$ cat src/rtl/alu_seq_ctrl_if.sv
// Request/response and shared-ALU bundle for alu_seq_ctrl.
// Handshake: start is a request pulse honoured only while the controller is
// idle (busy=0, done=0). Operands op/opa/opb are captured on the accepting
// clock edge. done is a one-cycle pulse, and result is valid from that cycle
// until the next accepted start. alu_out is the combinational response of the
// external ALU to alu_a/alu_b/alu_sel in the same cycle.
interface alu_seq_ctrl_if;
  logic        start;
  logic [1:0]  op;
  logic [31:0] opa;
  logic [31:0] opb;
  logic        busy;
  logic        done;
  logic [31:0] result;
  logic [31:0] alu_a;
  logic [31:0] alu_b;
  logic [3:0]  alu_sel;
  logic [31:0] alu_out;

  // Controller side
  modport slave (
    input  start, op, opa, opb, alu_out,
    output busy, done, result, alu_a, alu_b, alu_sel
  );

  // Requester / ALU side
  modport master (
    output start, op, opa, opb, alu_out,
    input  busy, done, result, alu_a, alu_b, alu_sel
  );
endinterface

$ cat src/rtl/alu_seq_ctrl.sv
// Sequencing controller for a shared 32-bit ALU: multi-cycle shifts
// (one bit per cycle) and a 32-iteration shift-add multiplier.
// All arithmetic goes through the external ALU. Only the iteration counter and
// the multiplier right-shift are computed locally.
module alu_seq_ctrl (
  input  logic              clk,
  input  logic              rst,
  alu_seq_ctrl_if.slave     bus,
  output logic [2:0]        o_dbg_state
);

  typedef enum logic [2:0] {
    S_IDLE      = 3'd0,
    S_SHIFT     = 3'd1,
    S_MUL_ADD   = 3'd2,
    S_MUL_SHIFT = 3'd3,
    S_DONE      = 3'd4
  } state_t;

  localparam logic [1:0] OP_SLA = 2'b00;
  localparam logic [1:0] OP_SRA = 2'b01;
  localparam logic [1:0] OP_SRL = 2'b10;
  localparam logic [1:0] OP_MUL = 2'b11;

  localparam logic [3:0] SEL_ADD = 4'd0;
  localparam logic [3:0] SEL_SLA = 4'd6;
  localparam logic [3:0] SEL_SRA = 4'd7;
  localparam logic [3:0] SEL_SRL = 4'd8;

  state_t      r_state;
  logic [1:0]  r_op;
  logic [31:0] r_acc;      // shift accumulator, or running product
  logic [31:0] r_mcand;
  logic [31:0] r_mplier;
  logic [5:0]  r_cnt;      // remaining shift steps or multiply iterations
  logic [31:0] r_result;
  logic        r_busy;
  logic        r_done;

  logic [31:0] w_alu_a;
  logic [31:0] w_alu_b;
  logic [3:0]  w_alu_sel;

  // Control FSM plus datapath registers; busy/done are registered alongside the next state
  always_ff @(posedge clk) begin
    if (rst) begin
      r_state  <= S_IDLE;
      r_op     <= OP_SLA;
      r_acc    <= '0;
      r_mcand  <= '0;
      r_mplier <= '0;
      r_cnt    <= '0;
      r_result <= '0;
      r_busy   <= 1'b0;
      r_done   <= 1'b0;
    end else begin
      case (r_state)
        S_IDLE: begin
          r_done <= 1'b0;
          if (bus.start) begin
            r_op <= bus.op;
            if (bus.op == OP_MUL) begin
              r_acc    <= '0;
              r_mcand  <= bus.opa;
              r_mplier <= bus.opb;
              r_cnt    <= 6'd32;
              r_busy   <= 1'b1;
              r_state  <= S_MUL_ADD;
            end else if (bus.opb[4:0] == 5'd0) begin
              // Zero shift amount finishes at once with the operand unchanged
              r_result <= bus.opa;
              r_done   <= 1'b1;
              r_state  <= S_DONE;
            end else begin
              r_acc   <= bus.opa;
              r_cnt   <= {1'b0, bus.opb[4:0]};
              r_busy  <= 1'b1;
              r_state <= S_SHIFT;
            end
          end
        end
        S_SHIFT: begin
          r_acc <= bus.alu_out;
          r_cnt <= r_cnt - 6'd1;
          if (r_cnt == 6'd1) begin
            r_result <= bus.alu_out;
            r_busy   <= 1'b0;
            r_done   <= 1'b1;
            r_state  <= S_DONE;
          end
        end
        S_MUL_ADD: begin
          if (r_mplier[0]) begin
            r_acc <= bus.alu_out;
          end
          r_state <= S_MUL_SHIFT;
        end
        S_MUL_SHIFT: begin
          r_mcand  <= bus.alu_out;
          r_mplier <= r_mplier >> 1;
          r_cnt    <= r_cnt - 6'd1;
          if (r_cnt == 6'd1) begin
            r_result <= r_acc;
            r_busy   <= 1'b0;
            r_done   <= 1'b1;
            r_state  <= S_DONE;
          end else begin
            r_state <= S_MUL_ADD;
          end
        end
        S_DONE: begin
          // start is ignored here; always return to idle
          r_done  <= 1'b0;
          r_state <= S_IDLE;
        end
        default: begin
          r_busy  <= 1'b0;
          r_done  <= 1'b0;
          r_state <= S_IDLE;
        end
      endcase
    end
  end

  // ALU operand drive decoded from the registered state; idle and done drive zeros
  always_comb begin
    w_alu_a   = '0;
    w_alu_b   = '0;
    w_alu_sel = SEL_ADD;
    case (r_state)
      S_SHIFT: begin
        w_alu_a = r_acc;
        w_alu_b = 32'd1;
        case (r_op)
          OP_SRA:  w_alu_sel = SEL_SRA;
          OP_SRL:  w_alu_sel = SEL_SRL;
          default: w_alu_sel = SEL_SLA;
        endcase
      end
      S_MUL_ADD: begin
        w_alu_a   = r_acc;
        w_alu_b   = r_mcand;
        w_alu_sel = SEL_ADD;
      end
      S_MUL_SHIFT: begin
        w_alu_a   = r_mcand;
        w_alu_b   = 32'd1;
        w_alu_sel = SEL_SLA;
      end
      default: begin
        w_alu_a   = '0;
        w_alu_b   = '0;
        w_alu_sel = SEL_ADD;
      end
    endcase
  end

  assign bus.alu_a   = w_alu_a;
  assign bus.alu_b   = w_alu_b;
  assign bus.alu_sel = w_alu_sel;
  assign bus.busy    = r_busy;
  assign bus.done    = r_done;
  assign bus.result  = r_result;
  assign o_dbg_state = r_state;

endmodule

$ cat src/flat_wrapper.sv
// flat-port wrapper written by rule: the top's interface ports become plain ports
module alu_seq_ctrl_flat 
  (clk, rst, o_dbg_state, bus_start, bus_op, bus_opa, bus_opb, bus_alu_out, bus_busy, bus_done, bus_result, bus_alu_a, bus_alu_b, bus_alu_sel);
  alu_seq_ctrl_if bus_i ();
  input  logic clk;
  input  logic rst;
  output logic [2:0] o_dbg_state;
  input wire logic [$bits(bus_i.start)-1:0] bus_start;
  input wire logic [$bits(bus_i.op)-1:0] bus_op;
  input wire logic [$bits(bus_i.opa)-1:0] bus_opa;
  input wire logic [$bits(bus_i.opb)-1:0] bus_opb;
  input wire logic [$bits(bus_i.alu_out)-1:0] bus_alu_out;
  output wire logic [$bits(bus_i.busy)-1:0] bus_busy;
  output wire logic [$bits(bus_i.done)-1:0] bus_done;
  output wire logic [$bits(bus_i.result)-1:0] bus_result;
  output wire logic [$bits(bus_i.alu_a)-1:0] bus_alu_a;
  output wire logic [$bits(bus_i.alu_b)-1:0] bus_alu_b;
  output wire logic [$bits(bus_i.alu_sel)-1:0] bus_alu_sel;
  assign bus_i.start = bus_start;
  assign bus_i.op = bus_op;
  assign bus_i.opa = bus_opa;
  assign bus_i.opb = bus_opb;
  assign bus_i.alu_out = bus_alu_out;
  assign bus_busy = bus_i.busy;
  assign bus_done = bus_i.done;
  assign bus_result = bus_i.result;
  assign bus_alu_a = bus_i.alu_a;
  assign bus_alu_b = bus_i.alu_b;
  assign bus_alu_sel = bus_i.alu_sel;
  alu_seq_ctrl u_core (.clk(clk), .rst(rst), .bus(bus_i), .o_dbg_state(o_dbg_state));
endmodule
$ cat config.mk
export PLATFORM = sky130hd
export DESIGN_NAME = alu_seq_ctrl_flat
export DESIGN_NICKNAME = d
export VERILOG_FILES = /design/src/rtl/alu_seq_ctrl_if.sv /design/src/rtl/alu_seq_ctrl.sv /design/src/flat_wrapper.sv
export SDC_FILE = /design/constraint.sdc
export NUM_CORES = 1
export LEC_CHECK = 0
export BUFFER_PORTS_ARGS = -buffer_cell sky130_fd_sc_hd__buf_2
export CAP_MARGIN = 20
export CORE_MARGIN = 5
export CORE_UTILIZATION = 46
export DETAILED_ROUTE_END_ITERATION = 10
export PLACE_DENSITY = 0.74
export SYNTH_ARGS = -nofsm -noshare
export SYNTH_HDL_FRONTEND = slang
export SYNTH_SLANG_ARGS = --single-unit
$ cat constraint.sdc
create_clock -name clk -period 1.6 [get_ports clk]
set_input_delay 0.16 -clock clk [delete_from_list [all_inputs] [get_ports clk]]
set_output_delay 0.16 -clock clk [all_outputs]
set_load 0.01 [all_outputs]
Yosys cells after proc, flatten, opt, wreduce, memory -nomap -nowiden --
Cells that the tools add are included.
Cells by class: add/sub/neg operators 1, multiply operators 0, divide/modulo/power cells 0, order comparisons 0, eq/ne operators 17, shift operators 0, multiplexer cells 41, bitwise logic cells 2, reduce and logical (&&, ||, !) cells 17
Operators with widths (number):
- $mux W32 | 13
- $pmux W32 S2 | 4
- $pmux W32 S3 | 2
- $mux W6 | 3
- $pmux W4 S2 | 2
- $mux W3 | 5
- $ne A2 B1 Y1 const B | 6
- $pmux W3 S4 | 1
- $pmux W6 S2 | 1
- $mux W1 | 8
- $reduce_and A4 Y1 | 2
- $eq A3 B2 Y1 const B | 2
- $eq A6 B1 Y1 const B | 1
- $pmux W1 S3 | 2
- $reduce_and A2 Y1 | 3
- $reduce_and A3 Y1 | 2
- $reduce_and A6 Y1 | 1
- $reduce_bool A3 Y1 | 2
- $reduce_or A2 Y1 | 3
- $sub A6 B1 Y6 const B | 1
- $logic_not A5 Y1 | 1
- $eq A2 B2 Y1 const B | 2
- $ne A2 B2 Y1 const B | 2
- $reduce_bool A2 Y1 | 2
- 6 further kinds | 7
Word-level totals: flip-flop bits (word level) 141, bits in latches 0, RAM bits 0, memory bits (read-only) 0, input bits 101, memories 0

Depth between registers and ports, before layout --
Gate-level depths: netlist of run 1.
depth in word-level cells 5, gate-level depth with buffers 8, gate-level depth less buffers 6

Worst setup path after synthesis of run 1 --
No wires, ideal clock.
path type register -> output, start reg u_core.r_state[2] (netlist: u_core.o_dbg_state[2]), end out bus_alu_a[10], arrival time 1.564 ns, data required time 1.440 ns, slack -0.124 ns, cell stages (with the launch flop) 8, path buffers 4, cells stage by stage dfxtp_1 > buf_6 > nand2b_1 > buf_2 > nor2_8 > buf_2 > buf_2 > a22o_1
On the way: cells in the longest elaborated chain, start to end 3, elaborated cells on any way between the ends 5, those cells by class eq/ne: 3; mux: 1; reduce/logical: 1
Ends and longest elaborated chain:
- from (decl) | RTL line alu_seq_ctrl.sv:30 | state_t r_state;
- from (signal assigned) | RTL line alu_seq_ctrl.sv:47 | r_state <= S_IDLE;
- from (signal assigned) | RTL line alu_seq_ctrl.sv:68 | r_state <= S_MUL_ADD;
- from (signal assigned) | RTL line alu_seq_ctrl.sv:73 | r_state <= S_DONE;
- $eq A3 B2 Y1 or $eq A3 B1 Y1 (tied branches) | RTL line alu_seq_ctrl.sv:130 | case (r_state)
- $reduce_or A2 Y1 (no line)
- $pmux W32 S2 (*) | RTL line alu_seq_ctrl.sv:130
- to (decl) | RTL line flat_wrapper.sv:16 | output wire logic [$bits(bus_i.alu_a)-1:0] bus_alu_a;
Every way passes the cells marked *; elsewhere a longest branch is shown, timed or not.

Final worst setup path of run 1 --
start reg u_core.r_state[1] (netlist: u_core.o_dbg_state[1]), end out bus_alu_b[0]
On the way: cells in the longest elaborated chain, start to end 3, elaborated cells on any way between the ends 5, those cells by class eq/ne: 3; mux: 1; reduce/logical: 1
Ends and longest elaborated chain:
- $eq A3 B1 Y1 or $eq A3 B2 Y1 (tied branches) | RTL line alu_seq_ctrl.sv:130
- $reduce_or A2 Y1 (no line)
- $pmux W32 S2 (*) | RTL line alu_seq_ctrl.sv:130
- to (decl) | RTL line flat_wrapper.sv:17 | output wire logic [$bits(bus_i.alu_b)-1:0] bus_alu_b;
Marks and branches as above.

==> results of run 1 <==
-- area by class of cell --
cell class | count | area (um2) | area share [%]
Inverter | 5 | 25.02 | 0.1842
Tap cell | 225 | 281.5 | 2.072
Sequential cell | 141 | 2834 | 20.86
Clock buffer | 19 | 452.9 | 3.334
Clock inverter | 13 | 162.7 | 1.197
Antenna cell | 3 | 7.507 | 0.05526
Multi-Input combinational cell | 630 | 6402 | 47.13
Timing Repair Buffer | 377 | 3418 | 25.16
-- cells in the mapped netlist (2+ instances only) --
master	instances	area (um2)
a211o_1	2	17.52
a211oi_1	65	488.0
a21boi_0	33	247.7
a21o_1	2	15.01
a21oi_1	105	525.5
a22o_1	32	280.3
a2bb2oi_1	2	17.52
a311oi_1	63	551.8
and2_1	32	200.2
and3_1	2	12.51
buf_1	4	15.01
buf_2	31	155.2
buf_4	2	15.01
buf_6	3	33.78
buf_8	2	30.03
clkbuf_1	72	270.3
clkbuf_4	2	15.01
dfxtp_1	141	2823
ha_1	2	25.02
inv_1	5	18.77
mux2i_1	98	980.9
nand2_1	40	150.1
nand2b_1	4	25.02
nand3_1	38	190.2
nand4_1	3	18.77
nor2_1	7	26.28
nor2b_1	2	12.51
nor3_1	2	10.01
o211ai_1	33	247.7
o21ai_0	2	10.01
o221ai_1	22	192.7
o221ai_2	10	150.1
o32ai_1	3	26.28
-- per-layer routing --
metal	up-vias	routed length, um	global-route usage (%)
li1	4055	-	-
met1	4985	14950	40.73
met2	1119	19160	52.15
met3	414	5902	8.266
met4	2	4164	18.11
met5	-	13	0
-- cell families after synthesis --
logic type,Yosys count,share of synthesized area [%]
AND/OR/NAND/NOR,143,9.769
buffers and inverters,122,7.091
adder cells (fa/ha/maj),2,0.3096
AO/OA/AOI/OAI,385,35.45
XOR/XNOR,2,0.3097
flip-flops,141,34.93
multiplexers,98,12.14
-- power by group through the flow --
stage	registers (W)	clock network (W)	logic [W]
after floorplan	0.00431	0	0.00244
after global placement	0.00440	0	0.00378
after detailed placement	0.00441	0	0.00385
after CTS	0.00437	0.00420	0.00542
after global routing	0.00457	0.00443	0.00680
final	0.00455	0.00430	0.00664
-- critical path: cells and delay by family (launching register included) --
| kind | cells | cell delay, ns |
|---|---|---|
| flip-flops | 1 | 0.39 |
| buffers and inverters | 5 | 0.78 |
| AND/OR/NAND/NOR | 3 | 0.47 |
-- worst max path at each step --
stage,endpoint,slack [ns],cells past startpoint
2_1_floorplan,u_core.bus.result[10],-0.06,7
3_3_place_gp,u_core.r_acc[1],-0.07,5
3_5_place_dp,u_core.r_mcand[21],-0.12,5
4_1_cts,bus_alu_b[2],-0.38,7
5_1_grt,bus_alu_b[4],-0.77,7
6_report,bus_alu_b[0],-0.66,8
-- per-stage QoR --
| stage | hold WS (ns) | TNS, ns | utilization [%] |
|---|---|---|---|
| 6_report | 0.08556 | -80.71 | 78.54 |
| 5_1_grt | 0.08215 | -87.01 | 78.52 |
| 4_1_cts | 0.03411 | -35.80 | 71.25 |
| 3_5_place_dp | 0.4585 | -7.048 | 57.00 |
| 3_3_place_gp | 0.4455 | -1.301 | 57.00 |
| 2_1_floorplan | 0.3072 | -1.931 | - |
-- timing repair --
| item | 4_1_cts | 5_1_grt |
|---|---|---|
| cloned | 22 | 7 |
| pin swaps | 96 | 111 |
| buffers inserted | 44 | 28 |
| hold buffers | 0 | 0 |
| gates resized for setup | 211 | 216 |
| setup endpoints to repair | 190 | 203 |
-- state kept, by name, indices dropped and copies added, names as in the netlist, 2 cells and up --
register and flops:
u_core.r_mplier 32, u_core.r_acc 32, u_core.r_mcand 32, u_core.r_op 2
u_core.bus.result 32, u_core.o_dbg_state 3, u_core.r_cnt 6
==> run metrics, run 1 <==
Fin. Hold Viols 0; clock tree buffer depth 2; Power, Total 0.01550 W; detailed-route DRC error count 0; clock skew 0.01756 ns; Final period util 141.4%; Synth async-reset ratio 0%; failing checks negative setup slack; most common cell after layout, fill and taps aside buf_2; sink of the worst hold path u_core.r_mplier[31]; antenna-violating nets left 0; max_slew headroom 65.02%; Fill cells 917; leakage power 5.300 nW; die height 142.5 um; ys flop type dfxtp_1; Crit Path Max Fanout 9; Buffers on Ports 205; fin cells 1,413; overall routing resource usage 32.83%; Design Area, Final 13,580 um2; CTS sink cnt 141; Cell Rows 48; Vias per Instance 7.484; NetSw 0.005933 W; Worst-Skew Late Latency 0.45 ns; r2r endpoint u_core.r_mcand[21]; Sw Share 38.29%; Max-Cap Viols 0; Mapped Area 8082 um2; post-route setup slack -0.6620 ns; final WL 44.19 mm; cell-internal power 0.009563 W; syn_nets 996; Area Growth Syn to Fin 68.09%; Post-synth EDFFs 0; Req. time, crit path 1.44 ns; RSZ-0062 raised after global routing yes; area post-placement 9859 um2; Distinct cells, synth 60; R2R depth 7; CTS tree done; core area 17,300 um2; Nets 1,275; sequential fraction of the synthesis area 34.93%; crit-path cells buf_6 > clkinvlp_4 > nor3_4 > buf_6 > buf_12 > nand2_1 > nand2_1 > buf_2; Hold Crit Depth 3; grt ovf 0; drt wl/cell 31.27 um; Crit Path Category reg -> out; setup slack, reg-to-reg -0.65 ns; status complete, but fails checks; YS warnings 0; worst min path class in -> reg; Max Clk Rate 442.1 MHz; RePlAce Congestion 0.8615; TritonRoute pass-1 iters 8; Die X 142.5 um; fin crit period 2.262 ns; Post-Place Worst Slack -0.1224 ns; setup violators final 206; most frequent cells in the layout 194 x buf_2, 138 x dfxtp_1, 88 x mux2i_1, 74 x buf_4, 56 x a211oi_2; Startpoint Class flip-flop; Slew Limit Fails 0; Sequential Power Share 29.4%; initial antenna violation count 3; dpl cells 1,293; Peak VDD IR 0.0009849 V; Crit Reg-Reg Startpoint u_core.o_dbg_state[1]; crit-path max cell delay 0.39 ns; worst-margin pin slew 0.5102 ns; Hold Path Origin bus_opb[31]; Post-Syn Instances 893; Ports 206; FF+latch count, synth 141; Vias 10,575; CP max-delay cell dfxtp_4; largest net degree at the start of global routing 49; CTS Buf Count 17; nature of the critical path endpoint primary output; die area 20,320 um2; share of cells above drive strength 1 57.81%; vias in the first global route 9,421; CTS H-tree lvls 4; Detail Placement HPWL 18.92 mm; syn_area_per_cell 9.050 um2; first-pass GRT wire length 53.14 mm; Logic pwr share 42.8%; CTS root buffer clkbuf_16; initial core utilization 46.72%; DR iter-0 viols 1,628; critical path arrival 2.10 ns; CP Launch Point u_core.o_dbg_state[1]; PD cells 1141 nW/um2; clock power share 27.8%; Clock transition at path regs 0.07 ns
Note: power is estimated with default switching activity, not from simulation.
==> run 2, diff against run 1 <==
- CORE_ASPECT_RATIO: default -> 1.2
- CTS_BUF_LIST: default -> sky130_fd_sc_hd__clkbuf_2 sky130_fd_sc_hd__clkbuf_4 sky130_fd_sc_hd__clkbuf_8
==> run 2 against run 1 <==
Net effect: worst setup slack better by 0.16 ns; critical endpoint is now u_core.bus.result[10]; first-iteration DRC count is 52% lower; combinational power fell by 17%; the run still ends with negative setup slack left; cell area shrank 8.6%; wire length down 23%; sequential power is 2% lower; flip-flop and latch count did not move; count of clock-buffer cells in the layout decreased by 1; maximum frequency is 7.4% higher; die area about the same; cell count down 2.8%; critical path depth unchanged.
==> run metrics, run 2 (synthesis gave the netlist of run 1 again) <==
Hold WS 0.04019 ns (was 0.08556 ns); setup violators final 209 (was 206); Peak VDD IR 0.0006036 V (was 0.0009849 V); share of cells above drive strength 1 50.39% (was 57.81%); RePlAce Congestion 0.8645 (was 0.8615); CTS tree done (unchanged); Max Clk Rate 475.0 MHz (was 442.1 MHz); leakage power 4.941 nW (was 5.300 nW); clock tree buffer depth 2 (unchanged); CTS root buffer clkbuf_8 (was clkbuf_16); RSZ-0062 raised after global routing yes (unchanged); Max-Cap Viols 0 (unchanged); TritonRoute pass-1 iters 6 (was 8); Area Growth Syn to Fin 53.68% (was 68.09%); detailed-route DRC error count 0 (unchanged); dpl cells 1,274 (was 1,293); fin cells 1,373 (was 1,413); CP most frequent cell buf_12; max_slew headroom 49.84% (was 65.02%); CTS Buf Count 17 (unchanged); crit-path max cell delay 0.40 ns (was 0.39 ns); CP max-delay cell and4_4 (was dfxtp_4); Final period util 131.6% (was 141.4%); CTS H-tree lvls 4 (unchanged); final WL 33.99 mm (was 44.19 mm); drt wl/cell 24.76 um (was 31.27 um); fin crit period 2.105 ns (was 2.262 ns); initial antenna violation count 2 (was 3); worst-margin pin slew 0.7525 ns (was 0.5102 ns); largest net degree at the start of global routing 83 (was 49); Detail Placement HPWL 18.47 mm (was 18.92 mm); nature of the critical path endpoint flip-flop (was primary output); antenna-violating nets left 0 (unchanged); Worst-Skew Late Latency 0.47 ns (was 0.45 ns); clock skew 0.01247 ns (was 0.01756 ns); Startpoint Class flip-flop (unchanged); failing checks negative setup slack (unchanged); Cell Rows 53 (was 48); Die X 131.0 um (was 142.5 um); critical path arrival 2.50 ns (was 2.10 ns); Nets 1,241 (was 1,275); vias in the first global route 8,445 (was 9,421); Req. time, crit path 2.00 ns (was 1.44 ns); DR iter-0 viols 776 (was 1,628); Fin. Hold Viols 0 (unchanged); Crit Path Max Fanout 8 (was 9); first-pass GRT wire length 44.71 mm (was 53.14 mm); status complete, but fails checks (unchanged); Vias per Instance 6.672 (was 7.484); setup slack, reg-to-reg -0.51 ns (was -0.65 ns); Ports 206 (unchanged); post-route setup slack -0.5052 ns (was -0.6620 ns); most frequent cells in the layout 193 x buf_2, 138 x dfxtp_1, 90 x mux2i_1, 63 x a21oi_1, 62 x a211oi_2 (was 194 x buf_2, 138 x dfxtp_1, 88 x mux2i_1, 74 x buf_4, 56 x a211oi_2); worst min path class in -> reg (unchanged); Clock transition at path regs 0.09 ns (was 0.07 ns); overall routing resource usage 27.47% (was 32.83%); Crit Path Category reg -> reg (was reg -> out); Slew Limit Fails 0 (unchanged); Buffers on Ports 205 (unchanged); grt ovf 0 (unchanged); crit-path cells buf_12 > buf_6 > buf_12 > nor4b_4 > and4_4 > clkbuf_16 > o221ai_2 > a21oi_1 (was buf_6 > clkinvlp_4 > nor3_4 > buf_6 > buf_12 > nand2_1 > nand2_1 > buf_2); die area 20,330 um2 (was 20,320 um2); Setup TNS Final -69.88 ns (was -80.71 ns); initial core utilization 46.51% (was 46.72%); die height 155.2 um (was 142.5 um); CTS sink cnt 141 (unchanged); core area 17,370 um2 (was 17,300 um2); most common cell after layout, fill and taps aside buf_2 (unchanged); Power, Total 0.01340 W (was 0.01550 W); Vias 9,160 (was 10,575); PD cells 1079 nW/um2 (was 1141 nW/um2)
run 2: cell types whose count changed in the layout (fill, tap and decap cells not counted), moves of 8 or more:
cell / change
a311oi_1: +40
a311oi_2: -39
a21oi_4: -21
a21oi_1: +24
clkbuf_8: +16
buf_16: -10
buf_4: -20
clkbuf_16: -8
run 2: worst paths after layout:
check                        startpoint                    end  depth (start not counted)
setup / recovery  u_core.o_dbg_state[1]  u_core.bus.result[10]                          8
hold / removal              bus_opb[18]    u_core.r_mplier[18]                          3
setup reg to reg  u_core.o_dbg_state[1]  u_core.bus.result[10]                          8
hold reg to reg   u_core.bus.result[29]  u_core.bus.result[29]                          2
run 2: per-layer routing:
layer	routed length, um	vias up	track usage [%]	share of wire, %
met1	12730	4452	35.71	37
li1	-	3990	-	-
met2	16470	580	43.47	48
met5	0	-	0	0
met4	1707	0	11.71	5.0
met3	3085	138	6.284	9.1
run 2: what timing repair did:
item	CTS	global route
endpoints found under the setup margin	82	209
gates resized for setup	101	185
hold buffers	3	0
hold endpoints to repair	3	0
cloned	7	19
buffers inserted	17	26
pin swaps	86	101
run 2: area by class of cell:
type	count	area, um2
diodes	2	5.005
well taps	220	275.3
fillers	1209	4955
clock inverters	14	217.7
multi-input cells	631	5828
flip-flops and latches	141	2834
inverters	5	25.02
clock buffers	18	247.7
repair buffers	342	2987
run 2: power breakdown:
group,internal (W),switching (W),total [W]
Clock,0.00190,0.00155,0.00345
Combinational,0.00259,0.00291,0.00549
Sequential,0.00397,0.000481,0.00445
run 2: per-stage QoR:
stage / instance area [um2] / worst slack [ns] / util [%]
finish: 12420 / -0.5052 / 71.48
global route: 12420 / -0.5059 / 71.48
CTS: 11010 / -0.3885 / 63.34
detailed placement: 9776 / -0.009227 / 56.27
global placement: 9776 / 0.03125 / 56.27
floorplan: 8145 / -0.05740 / -
run 2: critical path, delay by kind of cell, from the launching register on:
family	cells	cell delay (ns)
flip-flops	1	0.38
AO/OA/AOI/OAI	2	0.28
buffers and inverters	4	0.59
AND/OR/NAND/NOR	2	0.79
==> run 3, diff against run 2 <==
- SKIP_CTS_REPAIR_TIMING: default -> 1
==> run 3 against run 2 <==
Net effect: the flow finishes with violations (negative hold slack, negative setup slack); largest power group is now sequential cells; global-route usage down 1.7 points; critical path type is now reg -> out; die area unchanged; total power down 10%; first-iteration DRC count down 23%; critical path depth down 2; maximum frequency up 2.5%; flip-flop and latch count unchanged; worst hold slack worse by 0.059 ns; clock skew down 0.0064 ns; via count down 8.5%.
==> run metrics, run 3 (synthesis gave the netlist of run 1 again) <==
largest net degree at the start of global routing 83 (unchanged); core area 17,370 um2 (unchanged); Crit Path Category reg -> out (was reg -> reg); CP max-delay cell dfxtp_4 (was and4_4); setup violators final 197 (was 209); PD cells 1110 nW/um2 (was 1079 nW/um2); Peak VDD IR 0.0005980 V (was 0.0006036 V); TritonRoute pass-1 iters 5 (was 6); Final period util 128.3% (was 131.6%); failing checks negative hold slack, negative setup slack (was negative setup slack); DR iter-0 viols 597 (was 776); vias in the first global route 8,111 (was 8,445); share of cells above drive strength 1 36.01% (was 50.39%); status complete, but fails checks (unchanged); drt wl/cell 21.64 um (was 24.76 um); nature of the critical path endpoint primary output (was flip-flop); CTS Buf Count 17 (unchanged); Vias 8,377 (was 9,160); Ports 206 (unchanged); detailed-route DRC error count 0 (unchanged); CTS sink cnt 141 (unchanged); Area Growth Syn to Fin 34.46% (was 53.68%); initial core utilization 46.51% (unchanged); overall routing resource usage 25.76% (was 27.47%); Vias per Instance 6.294 (was 6.672); worst-margin pin slew 0.6029 ns (was 0.7525 ns); leakage power 4.443 nW (was 4.941 nW); first-pass GRT wire length 42.09 mm (was 44.71 mm); Crit Path Max Fanout 32 (was 8); RSZ-0062 raised after global routing yes (unchanged); Hold WS -0.01919 ns (was 0.04019 ns); crit-path cells buf_4 > xnor2_4 > nor2_4 > buf_12 > a22o_1 > buf_2 (was buf_12 > buf_6 > buf_12 > nor4b_4 > and4_4 > clkbuf_16 > o221ai_2 > a21oi_1); worst min path class in -> reg (unchanged); CTS H-tree lvls 4 (unchanged); clock tree buffer depth 2 (unchanged); clock skew 0.006086 ns (was 0.01247 ns); Die X 131.0 um (unchanged); RePlAce Congestion 0.8645 (unchanged); dpl cells 1,274 (unchanged); Buffers on Ports 205 (unchanged); most frequent cells in the layout 185 x buf_2, 138 x dfxtp_1, 101 x a21oi_1, 97 x mux2i_1, 65 x a211oi_1 (was 193 x buf_2, 138 x dfxtp_1, 90 x mux2i_1, 63 x a21oi_1, 62 x a211oi_2); fin crit period 2.053 ns (was 2.105 ns); Fin. Hold Viols 1 (was 0); Req. time, crit path 1.44 ns (was 2.00 ns); max_slew headroom 59.81% (was 49.84%); Nets 1,198 (was 1,241); crit-path max cell delay 0.38 ns (was 0.40 ns); die height 155.2 um (unchanged); Detail Placement HPWL 18.47 mm (unchanged); die area 20,330 um2 (unchanged); Max Clk Rate 487.1 MHz (was 475.0 MHz); fin cells 1,331 (was 1,373); initial antenna violation count 4 (was 2); Post-Place Worst Slack -0.009227 ns (unchanged); Worst-Skew Late Latency 0.47 ns (about the same); final WL 28.81 mm (was 33.99 mm); Power, Total 0.01206 W (was 0.01340 W); Slew Limit Fails 0 (unchanged); critical path arrival 1.89 ns (was 2.50 ns); grt ovf 0 (unchanged); CTS tree done (unchanged); antenna-violating nets left 0 (unchanged); Max-Cap Viols 0 (unchanged); most common cell after layout, fill and taps aside buf_2 (unchanged); CTS root buffer clkbuf_8 (unchanged); post-route setup slack -0.4529 ns (was -0.5052 ns); Clock transition at path regs 0.08 ns (was 0.09 ns); Cell Rows 53 (unchanged); Startpoint Class flip-flop (unchanged)
[run 3: cell types whose count changed in the layout (fill, tap and decap cells not counted), sizes merged]
cell | previous run | this run
buf | 325 | 295
dlygate4sd3 | 3 | 0
diode | 2 | 3
a31o | 2 | 1
clkbuf | 32 | 23
[run 3: cell type report]
type	instances	area, um2
Multi-Input combinational cell	630	4901
Tap cell	220	275.3
Clock inverter	14	217.7
Clock buffer	18	247.7
Sequential cell	141	2834
Antenna cell	3	7.507
Inverter	5	25.02
Fill cell	1467	6507
Timing Repair Buffer	300	2359
[run 3: power breakdown]
group / internal, W / switching (W) / total [W] / leakage (nW)
registers: 0.00397 / 0.000402 / 0.00437 / 1.16
clock network: 0.00190 / 0.00149 / 0.00339 / 0.225
logic: 0.00201 / 0.00229 / 0.00430 / 3.06
total: 0.00788 / 0.00418 / 0.0121 / 4.44
[run 3: critical path: cells and delay by family, from the launching register on]
| kind | cells | cell delay (ns) |
|---|---|---|
| AOI/OAI and AO/OA | 1 | 0.18 |
| xor gates and xnor gates | 1 | 0.14 |
| buffers and inverters | 3 | 0.53 |
| DFF | 1 | 0.38 |
| and+or+nand+nor | 1 | 0.19 |
[run 3: final timing paths]
path	startpoint	end	slack (ns)	cells past startpoint
setup / recovery	u_core.o_dbg_state[1]	bus_alu_a[19]	-0.45	6
hold / removal	bus_op[1]	u_core.r_op[1]	-0.02	3
hold reg to reg	u_core.bus.result[31]	u_core.bus.result[31]	0.47	2
setup reg to reg	u_core.o_dbg_state[1]	u_core.bus.result[10]	-0.18	6
[run 3: layer usage]
metal / up-vias / global-route usage (%) / share of wire, %
li1: 3891 / - / -
met1: 4027 / 33.38 / 40
met2: 390 / 40.59 / 49
met3: 67 / 6.078 / 8.3
met4: 2 / 11.27 / 3.5
met5: - / 0 / 0.024
[run 3: metrics by stage]
stage / TNS [ns] / hold slack (ns) / utilization, % / area [um2]
6_report: -34.75 / -0.01919 / 62.54 / 10870
5_1_grt: -50.19 / 0.01143 / 62.54 / 10870
4_1_cts: -27.07 / -0.04481 / 58.94 / 10240
3_5_place_dp: -0.02954 / 0.4571 / 56.27 / 9776
3_3_place_gp: 0 / 0.4440 / 56.27 / 9776
2_1_floorplan: -1.931 / 0.3072 / - / 8145
